==> src/rtl/pc_flow_unit_pkg.sv <==
// pc_flow_unit_pkg: shared alucode, operand-type and control constants for the PC flow unit.
package pc_flow_unit_pkg;
  localparam logic ENABLE  = 1'b1;
  localparam logic DISABLE = 1'b0;
  localparam logic [31:0] RESET_PC = 32'h0000_8000;

  localparam logic [5:0] ALU_LUI  = 6'd0;
  localparam logic [5:0] ALU_JAL  = 6'd1;
  localparam logic [5:0] ALU_JALR = 6'd2;
  localparam logic [5:0] ALU_BEQ  = 6'd3;
  localparam logic [5:0] ALU_BNE  = 6'd4;
  localparam logic [5:0] ALU_BLT  = 6'd5;
  localparam logic [5:0] ALU_BGE  = 6'd6;
  localparam logic [5:0] ALU_BLTU = 6'd7;
  localparam logic [5:0] ALU_BGEU = 6'd8;
  localparam logic [5:0] ALU_ADD  = 6'd18;
  localparam logic [5:0] ALU_NOP  = 6'd63;

  localparam logic [1:0] OP_TYPE_NONE = 2'd0;
  localparam logic [1:0] OP_TYPE_REG  = 2'd1;
  localparam logic [1:0] OP_TYPE_IMM  = 2'd2;
  localparam logic [1:0] OP_TYPE_PC   = 2'd3;

  function automatic logic is_branch(input logic [5:0] code);
    return code inside {ALU_BEQ, ALU_BNE, ALU_BLT, ALU_BGE, ALU_BLTU, ALU_BGEU};
  endfunction

  function automatic logic [31:0] op_sel(input logic [1:0] t, input logic [31:0] reg_d,
                                         input logic [31:0] imm_d, input logic [31:0] pc_d);
    return t == OP_TYPE_REG ? reg_d : t == OP_TYPE_IMM ? imm_d : t == OP_TYPE_PC ? pc_d : 32'h0;
  endfunction
endpackage

==> src/rtl/pc_flow_unit_btb_table.sv <==
// pc_flow_unit_btb_table: direct-mapped BTB with 2-bit counters; lookup from IF, training from EX.
module pc_flow_unit_btb_table
  import pc_flow_unit_pkg::*;
#(
  parameter int IDX_BITS = 6,
  parameter int PC_BITS  = 16
) (
  input  logic               i_clk,
  input  logic               i_nrst,
  input  logic [PC_BITS-1:0] i_pred_pc,
  output logic [31:0]        o_pred_npc,
  input  logic [PC_BITS-1:0] i_upd_pc,
  input  logic [PC_BITS-1:0] i_upd_npc,
  input  logic               i_upd_taken
);
  localparam int NENT     = 1 << IDX_BITS;
  localparam int TAG_BITS = PC_BITS - IDX_BITS - 2;

  logic [NENT-1:0]     r_valid;
  logic [1:0]          r_cnt    [NENT];
  logic [TAG_BITS-1:0] r_tag    [NENT];
  logic [PC_BITS-1:0]  r_target [NENT];

  logic [IDX_BITS-1:0] w_ridx, w_uidx;
  logic [TAG_BITS-1:0] w_rtag, w_utag;
  logic                w_rhit, w_uhit, w_taken, w_upd;
  logic [1:0]          w_ucnt, w_ncnt;

  assign w_ridx = i_pred_pc[IDX_BITS+1:2];
  assign w_rtag = i_pred_pc[PC_BITS-1:IDX_BITS+2];
  assign w_uidx = i_upd_pc[IDX_BITS+1:2];
  assign w_utag = i_upd_pc[PC_BITS-1:IDX_BITS+2];

  assign w_rhit = r_valid[w_ridx] && r_tag[w_ridx] == w_rtag;
  assign w_uhit = r_valid[w_uidx] && r_tag[w_uidx] == w_utag;

  // Counter MSB set means predict taken; the sum deliberately carries past the stored PC width.
  assign o_pred_npc = (w_rhit && r_cnt[w_ridx][1]) ? {{(32-PC_BITS){1'b0}}, r_target[w_ridx]}
                                                   : {{(32-PC_BITS){1'b0}}, i_pred_pc} + 32'd4;

  // Jumps never assert br_taken, so a non-sequential next PC also counts as taken.
  assign w_taken = i_upd_taken || i_upd_npc != i_upd_pc + PC_BITS'(4);
  assign w_upd   = i_upd_pc != '0;
  assign w_ucnt  = r_cnt[w_uidx];
  assign w_ncnt  = !w_uhit ? 2'd2
                 : w_taken ? (w_ucnt == 2'd3 ? 2'd3 : w_ucnt + 2'd1)
                 : (w_ucnt == 2'd0 ? 2'd0 : w_ucnt - 2'd1);

  always_ff @(posedge i_clk) begin
    if (!i_nrst) begin
      r_valid <= '0;
      for (int i = 0; i < NENT; i++) r_cnt[i] <= 2'd0;
    end else if (w_upd && (w_taken || w_uhit)) begin
      r_valid[w_uidx] <= 1'b1;
      r_cnt[w_uidx]   <= w_ncnt;
    end
  end

  always_ff @(posedge i_clk) begin
    if (i_nrst && w_upd && w_taken) begin
      r_tag[w_uidx]    <= w_utag;
      r_target[w_uidx] <= i_upd_npc;
    end
  end
endmodule

==> src/rtl/pc_flow_unit.sv <==
// pc_flow_unit: BTB next-PC prediction, EX actual next-PC selection and ID ALU operand muxing.
module pc_flow_unit
  import pc_flow_unit_pkg::*;
#(
  parameter int IDX_BITS = 6,
  parameter int PC_BITS  = 16
) (
  input  logic               i_clk,
  input  logic               i_nrst,
  input  logic [PC_BITS-1:0] i_pred_pc,
  output logic [31:0]        o_pred_npc,
  input  logic [PC_BITS-1:0] i_upd_pc,
  input  logic [PC_BITS-1:0] i_upd_npc,
  input  logic               i_upd_taken,
  input  logic [31:0]        i_ex_pc,
  input  logic [5:0]         i_ex_alucode,
  input  logic [31:0]        i_npc_default,
  input  logic [31:0]        i_npc_branch,
  input  logic [31:0]        i_npc_jalr,
  input  logic               i_br_taken,
  output logic [31:0]        o_ex_npc,
  input  logic [1:0]         i_aluop1_type,
  input  logic [1:0]         i_aluop2_type,
  input  logic [31:0]        i_id_pc,
  input  logic [31:0]        i_regdata1,
  input  logic [31:0]        i_regdata2,
  input  logic [31:0]        i_imm,
  output logic [31:0]        o_oprl,
  output logic [31:0]        o_oprr
);
  logic w_bubble;

  pc_flow_unit_btb_table #(.IDX_BITS(IDX_BITS), .PC_BITS(PC_BITS)) u_btb (
    .i_clk       (i_clk),
    .i_nrst      (i_nrst),
    .i_pred_pc   (i_pred_pc),
    .o_pred_npc  (o_pred_npc),
    .i_upd_pc    (i_upd_pc),
    .i_upd_npc   (i_upd_npc),
    .i_upd_taken (i_upd_taken)
  );

  assign w_bubble = i_ex_pc == 32'h0;

  always_comb begin
    o_ex_npc = w_bubble                                ? i_npc_default
             : i_ex_alucode == ALU_JAL                 ? i_npc_branch
             : i_ex_alucode == ALU_JALR                ? {i_npc_jalr[31:1], 1'b0}
             : (is_branch(i_ex_alucode) && i_br_taken) ? i_npc_branch
             : i_npc_default;
    o_oprl = op_sel(i_aluop1_type, i_regdata1, i_imm, i_id_pc);
    o_oprr = op_sel(i_aluop2_type, i_regdata2, i_imm, i_id_pc);
  end
endmodule

==> config.mk <==
export PLATFORM = sky130hd
export DESIGN_NAME = pc_flow_unit
export DESIGN_NICKNAME = d
export VERILOG_FILES = /design/src/rtl/pc_flow_unit_pkg.sv /design/src/rtl/pc_flow_unit_btb_table.sv /design/src/rtl/pc_flow_unit.sv
export SDC_FILE = /design/constraint.sdc
export NUM_CORES = 2
export LEC_CHECK = 0
export ABC_CLOCK_PERIOD_IN_PS = 6850
export BUFFER_PORTS_ARGS = -buffer_cell sky130_fd_sc_hd__clkbuf_2
export CAP_MARGIN = 15
export CORE_ASPECT_RATIO = 1.25
export CORE_MARGIN = 2
export CORE_UTILIZATION = 25
export DETAILED_ROUTE_END_ITERATION = 16
export HOLD_SLACK_MARGIN = 0.08
export SETUP_SLACK_MARGIN = 0.15
export SLEW_MARGIN = 40
export SYNTH_ARGS = -nofsm -noshare
export SYNTH_HDL_FRONTEND = slang
export SYNTH_SLANG_ARGS = --single-unit
==> constraint.sdc <==
create_clock -name i_clk -period 6.85 [get_ports i_clk]
set_input_delay 1.7125 -clock i_clk [delete_from_list [all_inputs] [get_ports i_clk]]
set_output_delay 1.7125 -clock i_clk [all_outputs]
set_load 0.01 [all_outputs]
# After elaboration in Yosys (flattened, before gate mapping)
# Memories as Yosys holds them, arrays and structs flattened.
# Index checks and enable logic that the tools add are counted.
[totals]
ff_bits = 64
latchBits = 0
mem_bits_rw = 1664
mem_bits_ro = 0
input_bits = 318
output_inout_bits = 128
mem_count = 3
[op_classes]
n_addsub = 4
multipliers = 0
n_div = 0
order_cmp = 3
eq_ne = 18
shifts = 0
mux = 30
bitwise_logic = 1
n_reduce_logical = 15
[memory_table]
columns = ["name", "words", "word_bits", "read_ports", "rd_ports_with_merged_regs", "write_ports", "line", "rtl"]
rows = [
  ["u_btb.r_target", 64, 16, 1, 0, 1, "pc_flow_unit_btb_table.sv:22", "logic [PC_BITS-1:0] r_target [NENT];"],
  ["u_btb.r_tag", 64, 8, 2, 0, 1, "pc_flow_unit_btb_table.sv:21", "logic [TAG_BITS-1:0] r_tag [NENT];"],
  ["u_btb.r_cnt", 64, 2, 2, 0, 64, "pc_flow_unit_btb_table.sv:20", "logic [1:0] r_cnt [NENT];"],
]
[op_table]
columns = ["cell", "count"]
rows = [
  ["32-bit two-way mux", 11],
  ["64-bit OR", 1],
  ["32-bit zero test", 1],
  ["6-bit by 3-bit equality test with 1-bit output (second input constant)", 4],
  ["16-bit by 3-bit adder with 17-bit output (second input constant)", 1],
  ["16-bit by 3-bit adder with 16-bit output (second input constant)", 1],
  ["8-bit equality test", 2],
  ["16-bit != test", 1],
  ["16-bit nonzero test", 1],
  ["6-bit by 7-bit less-than comparator with 1-bit output (second input constant)", 2],
  ["1-bit binary-select mux with 6-bit select", 2],
  ["6-bit by 2-bit equality test with 1-bit output (second input constant)", 2],
  ["2-bit equality test (second input constant)", 5],
  ["1-bit two-way mux", 10],
  ["2-bit two-way mux", 5],
  ["1-bit logical AND", 8],
  ["1-bit demux with 6-bit select", 1],
  ["6-bit by 1-bit equality test with 1-bit output (second input constant)", 1],
  ["6-bit by 4-bit equality test with 1-bit output (second input constant)", 1],
  ["6-bit by 1-bit >= comparator with 1-bit output (second input constant)", 1],
  ["6-bit two-way mux", 1],
  ["6-bit nonzero test", 1],
  ["2-bit by 1-bit equality test with 1-bit output (second input constant)", 2],
  ["2-bit by 1-bit adder with 2-bit output (second input constant)", 1],
  ["4 further kinds", 5],
]

# Logic depth before layout (Yosys ltp)
[logic_depth]
word_depth = 10
ltp_mapped = 19
ltp_nobuf = 10

# Hierarchy
# From an unflattened synthesis, not the netlist that was laid out.
[hier_totals]
hier_cells = 4214
area_unflattened_um2 = 76568.4
[modules_own_cells]
columns = ["mod", "instances", "cells_per_inst", "area_each_um2", "seq_area_each_um2"]
rows = [
  ["pc_flow_unit_btb_table", 1, 3963, 74360.1, 51249.2],
  ["pc_flow_unit", 1, 251, 2208.4, 0.0],
]

# Worst setup path before layout
# No wires, ideal clock.
[synth_path]
path_type = "in2out"
from = "input i_pred_pc[5]"
to = "output o_pred_npc[0]"
t_arrival_ns = 4.971
t_required_ns = 5.137
path_slack_ns = 0.166
stages = 9
n_path_buf = 5
cell_sequence = "clkbuf_1 -> inv_1 -> buf_2 -> clkbuf_1 -> buf_1 -> buf_1 -> mux4_2 -> mux4_2 -> mux2_2"
[synth_between]
elab_chain_cells = 5
elab_cells_between_ends = 9
cone_classes = "eq/ne (1); mux (3); reduce/logical (2); memory (3)"
[synth_rtl]
columns = ["item", "line", "rtl"]
rows = [
  ["start: declaration", "pc_flow_unit.sv:10", "input logic [PC_BITS-1:0] i_pred_pc,"],
  ["memory read 64 x 8 bit / 1-bit binary-select mux with 6-bit select (equally long branches)", "-", ""],
  ["8-bit equality test / 1-bit two-way mux (equally long branches)", "pc_flow_unit_btb_table.sv:34", "assign w_rhit = r_valid[w_ridx] && r_tag[w_ridx] == w_rtag;"],
  ["1-bit logical AND", "pc_flow_unit_btb_table.sv:34", ""],
  ["1-bit logical AND", "pc_flow_unit_btb_table.sv:38", "assign o_pred_npc = (w_rhit && r_cnt[w_ridx][1]) ? {{(32-PC_BITS){1'b0}}, r_target[w_ridx]}"],
  ["32-bit two-way mux *", "pc_flow_unit_btb_table.sv:38", ""],
  ["end: declaration", "pc_flow_unit.sv:11", "output logic [31:0] o_pred_npc,"],
]
# Mark *: on every way between the ends. The rest lies on a longest branch, timed or not. The select of a mux whose other input is x is not followed.

# Worst setup path in the final report
[layout_path]
from = "input i_pred_pc[2]"
to = "output o_pred_npc[8]"
# The elaborated chain is that of the path after synthesis.

==> flow_summary.json <==
{
  "wire_per_inst_um": 31.9,
  "place_area_um2": 88600,
  "cts_max_level": 4,
  "io_pins": 446,
  "grt_max_degree": 87,
  "rsz0062_at_grt": "yes",
  "drc": 0,
  "die_w_um": 505,
  "io_buffers": 429,
  "syn_area_um2": 78400,
  "finalClockSkew_ns": 0.0572,
  "tritoncts": "done",
  "netlist_top_cells_count": "edfxtp_1, mux4_2, nand2_1",
  "maxCapViolCount": 0,
  "routed_wl_um": 307000,
  "cts_buffer_depth": 3,
  "start_util_pct": 25.2,
  "start_kind": "primary input",
  "crit_type": "primary input to primary output",
  "synth-xor-area-share_pct": 0.514,
  "layout-drive-gt1-share_pct": 35.6,
  "globalRoute.totalOverflow": 0,
  "finalHoldViolations": 0,
  "endpoint_kind": "primary output",
  "synth_edf_count": 1664,
  "fin_nets": 5638,
  "worst_pin_slew_ns": 0.965,
  "design.core.area_um2": 312000,
  "synth_most_common_cell": "edfxtp_1",
  "multi_input_area_um2": 25600,
  "yosysSeqAreaShare_pct": 65.4,
  "utilization_pct": 30.5,
  "synth_flop_cell": "edfxtp_1",
  "r2r_start": "u_btb.r_tag[51][0]$_DFFE_PP_",
  "arrival_ns": 5.04,
  "fin_ws_ns": 0.0942,
  "die_h_um": 630,
  "status": "finished clean",
  "max_slew_margin_pct": 35.0,
  "synth_top_family_by_area": "multiplexers",
  "cts_root_buf": "clkbuf_16",
  "clkTransAtPathRegs_ns": 0.06,
  "synth-compound-area-share_pct": 7.20,
  "dp_hpwl_um": 204000,
  "area_growth_pct": 21.2,
  "ant_nets": 0,
  "insertion_delay_ns": 0.84,
  "numCtsBuffers": 171,
  "fin_worst_hold_slack_ns": 0.460,
  "yosys.area.top_type": "edfxtp_1",
  "ir_drop_uv": 314,
  "ys_top_cells_by_area": "edfxtp_1, mux4_2, mux2_2",
  "dr.pass1.iters": 6,
  "synth.top_cell.area_share_pct": 63.7,
  "synth_cells": 4685,
  "vias": 51100,
  "routed_via_density": 5.30,
  "cp.required_ns": 5.14,
  "die-area_um2": 318000,
  "preCtsSetupSlack_ns": -0.220,
  "finalMaxSlewViolations": 0,
  "p_leak_nw": 31.2,
  "antenna_found_initial": 53,
  "synth_mux_area_share_pct": 18.7,
  "synth.yosys.warnings": 0,
  "track_usage_pct": 18.6,
  "grt_pass1_wl_um": 416000,
  "fin_area_um2": 95100,
  "p_per_area_nw_per_um2": 249,
  "hp-class": "register to register",
  "synth.distinct_cells": 83,
  "async_flop_share_pct": 0,
  "synth-simple-area-share_pct": 5.48,
  "max_freq_mhz": 148,
  "timing.final.crit_share_pct": 98.6,
  "worstPathMaxFanout": 8,
  "yosys.area_share.adder_pct": 0.0606,
  "core.rowCount": 229,
  "first_global_vias": 50500,
  "synth.avg_cell_area_um2": 16.7,
  "drt_iter0_drc": 6802,
  "clkSinkCount": 1728,
  "ys_ff_latch": 1728,
  "layout_min_cycle_time_ns": 6.76,
  "startpoint": "i_pred_pc[2]",
  "place.gp.congestion": 1.12,
  "seq_area_um2": 51200,
  "setup_violations": 0,
  "min_from": "u_btb.r_valid[25]$_SDFFE_PN0P_",
  "fillers": 30500
}
-- metal layers --
metal / global-route usage, % / vias up / part of all wire (%)
li1: - / 20500 / -
met1: 20.7 / 26300 / 34
met2: 31.4 / 3324 / 48
met3: 4.62 / 858 / 9.7
met4: 12.8 / 40 / 8.0
met5: 0 / - / 0.076
-- layout by cell type, fill, tap and decap left out, drive strengths merged, types with 81 or more instances in the layout --
cell type  Yosys  routed
a21oi        143     143
clkbuf       220     607
o22ai         86      86
clkinv         0      81
mux2i        141     141
mux2         140     140
nand2        246     246
nor3          89      89
buf          196     454
nor2         233     233
mux4         518     518
edfxtp      1664    1664
nand3        144     144
-- layout make-up --
class / count / area share, %
Tap cell: 4158 / 5.47
Antenna cell: 12 / 0.0316
Multi-Input combinational cell: 2513 / 26.9
Clock buffer: 200 / 4.66
Sequential cell: 1728 / 53.9
Clock inverter: 119 / 1.33
Timing Repair Buffer: 861 / 7.47
Inverter: 42 / 0.171
-- critical path, stage by stage --
cell	delay (ns)
buf_16	0.13
buf_12	0.15
buf_12	0.14
buf_4	0.12
mux4_2	0.48
mux4_2	0.58
a21oi_2	0.17
o211ai_1	0.19
xnor2_1	0.22
nand2_1	0.12
nor4_4	0.16
buf_6	0.21
clkbuf_16	0.17
mux2_4	0.33
buf_6	0.13
-- through the flow --
stage	TNS (ns)	power, mW	cells
global placement	-6.21	14.2	9270
CTS	0	23.7	9607
detailed placement	-2.98	14.2	9270
global route	0	24.3	9627
floorplan	0	13.1	4699
finish	0	23.7	9633
-- state kept, by name, summed over array words and instances, names as in the netlist --
| register | flops |
|---|---|
| u_btb.r_target | 1024 |
| u_btb.r_valid | 64 |
| u_btb.r_tag | 512 |
| u_btb.r_cnt | 128 |
-- logic make-up after synthesis --
| family | count (synthesis) |
|---|---|
| other | 1 |
| adder cells (fa/ha/maj) | 4 |
| multiplexers | 799 |
| XOR/XNOR | 46 |
| buffers and inverters | 458 |
| flip-flops | 1728 |
| AND/OR/NAND/NOR | 896 |
| AO/OA/AOI/OAI | 753 |
-- power by group --
group          switching (mW)  internal (mW)
clock                    4.19           5.37
combinational            1.48          0.887
sequential             0.0435           11.7
-- worst paths after layout --
path                                 endpoint  slack, ns  cells past startpoint
min reg2reg    u_btb.r_valid[25]$_SDFFE_PN0P_       0.46                      2
min            u_btb.r_valid[25]$_SDFFE_PN0P_       0.46                      2
max reg2reg  u_btb.r_cnt[18][1]$_SDFFCE_PN0P_       2.57                     11
max                             o_pred_npc[8]       0.09                     15
-- what timing repair did --
action	4_1_cts	5_1_grt
setup endpoints to repair	17	16
hold buffers	0	0
setup buffers	15	11
gates resized for setup	19	63
cloned	3	2
pin swaps	6	9
endpoints found under the hold margin	0	0
(Power assumes the default switching activity.)
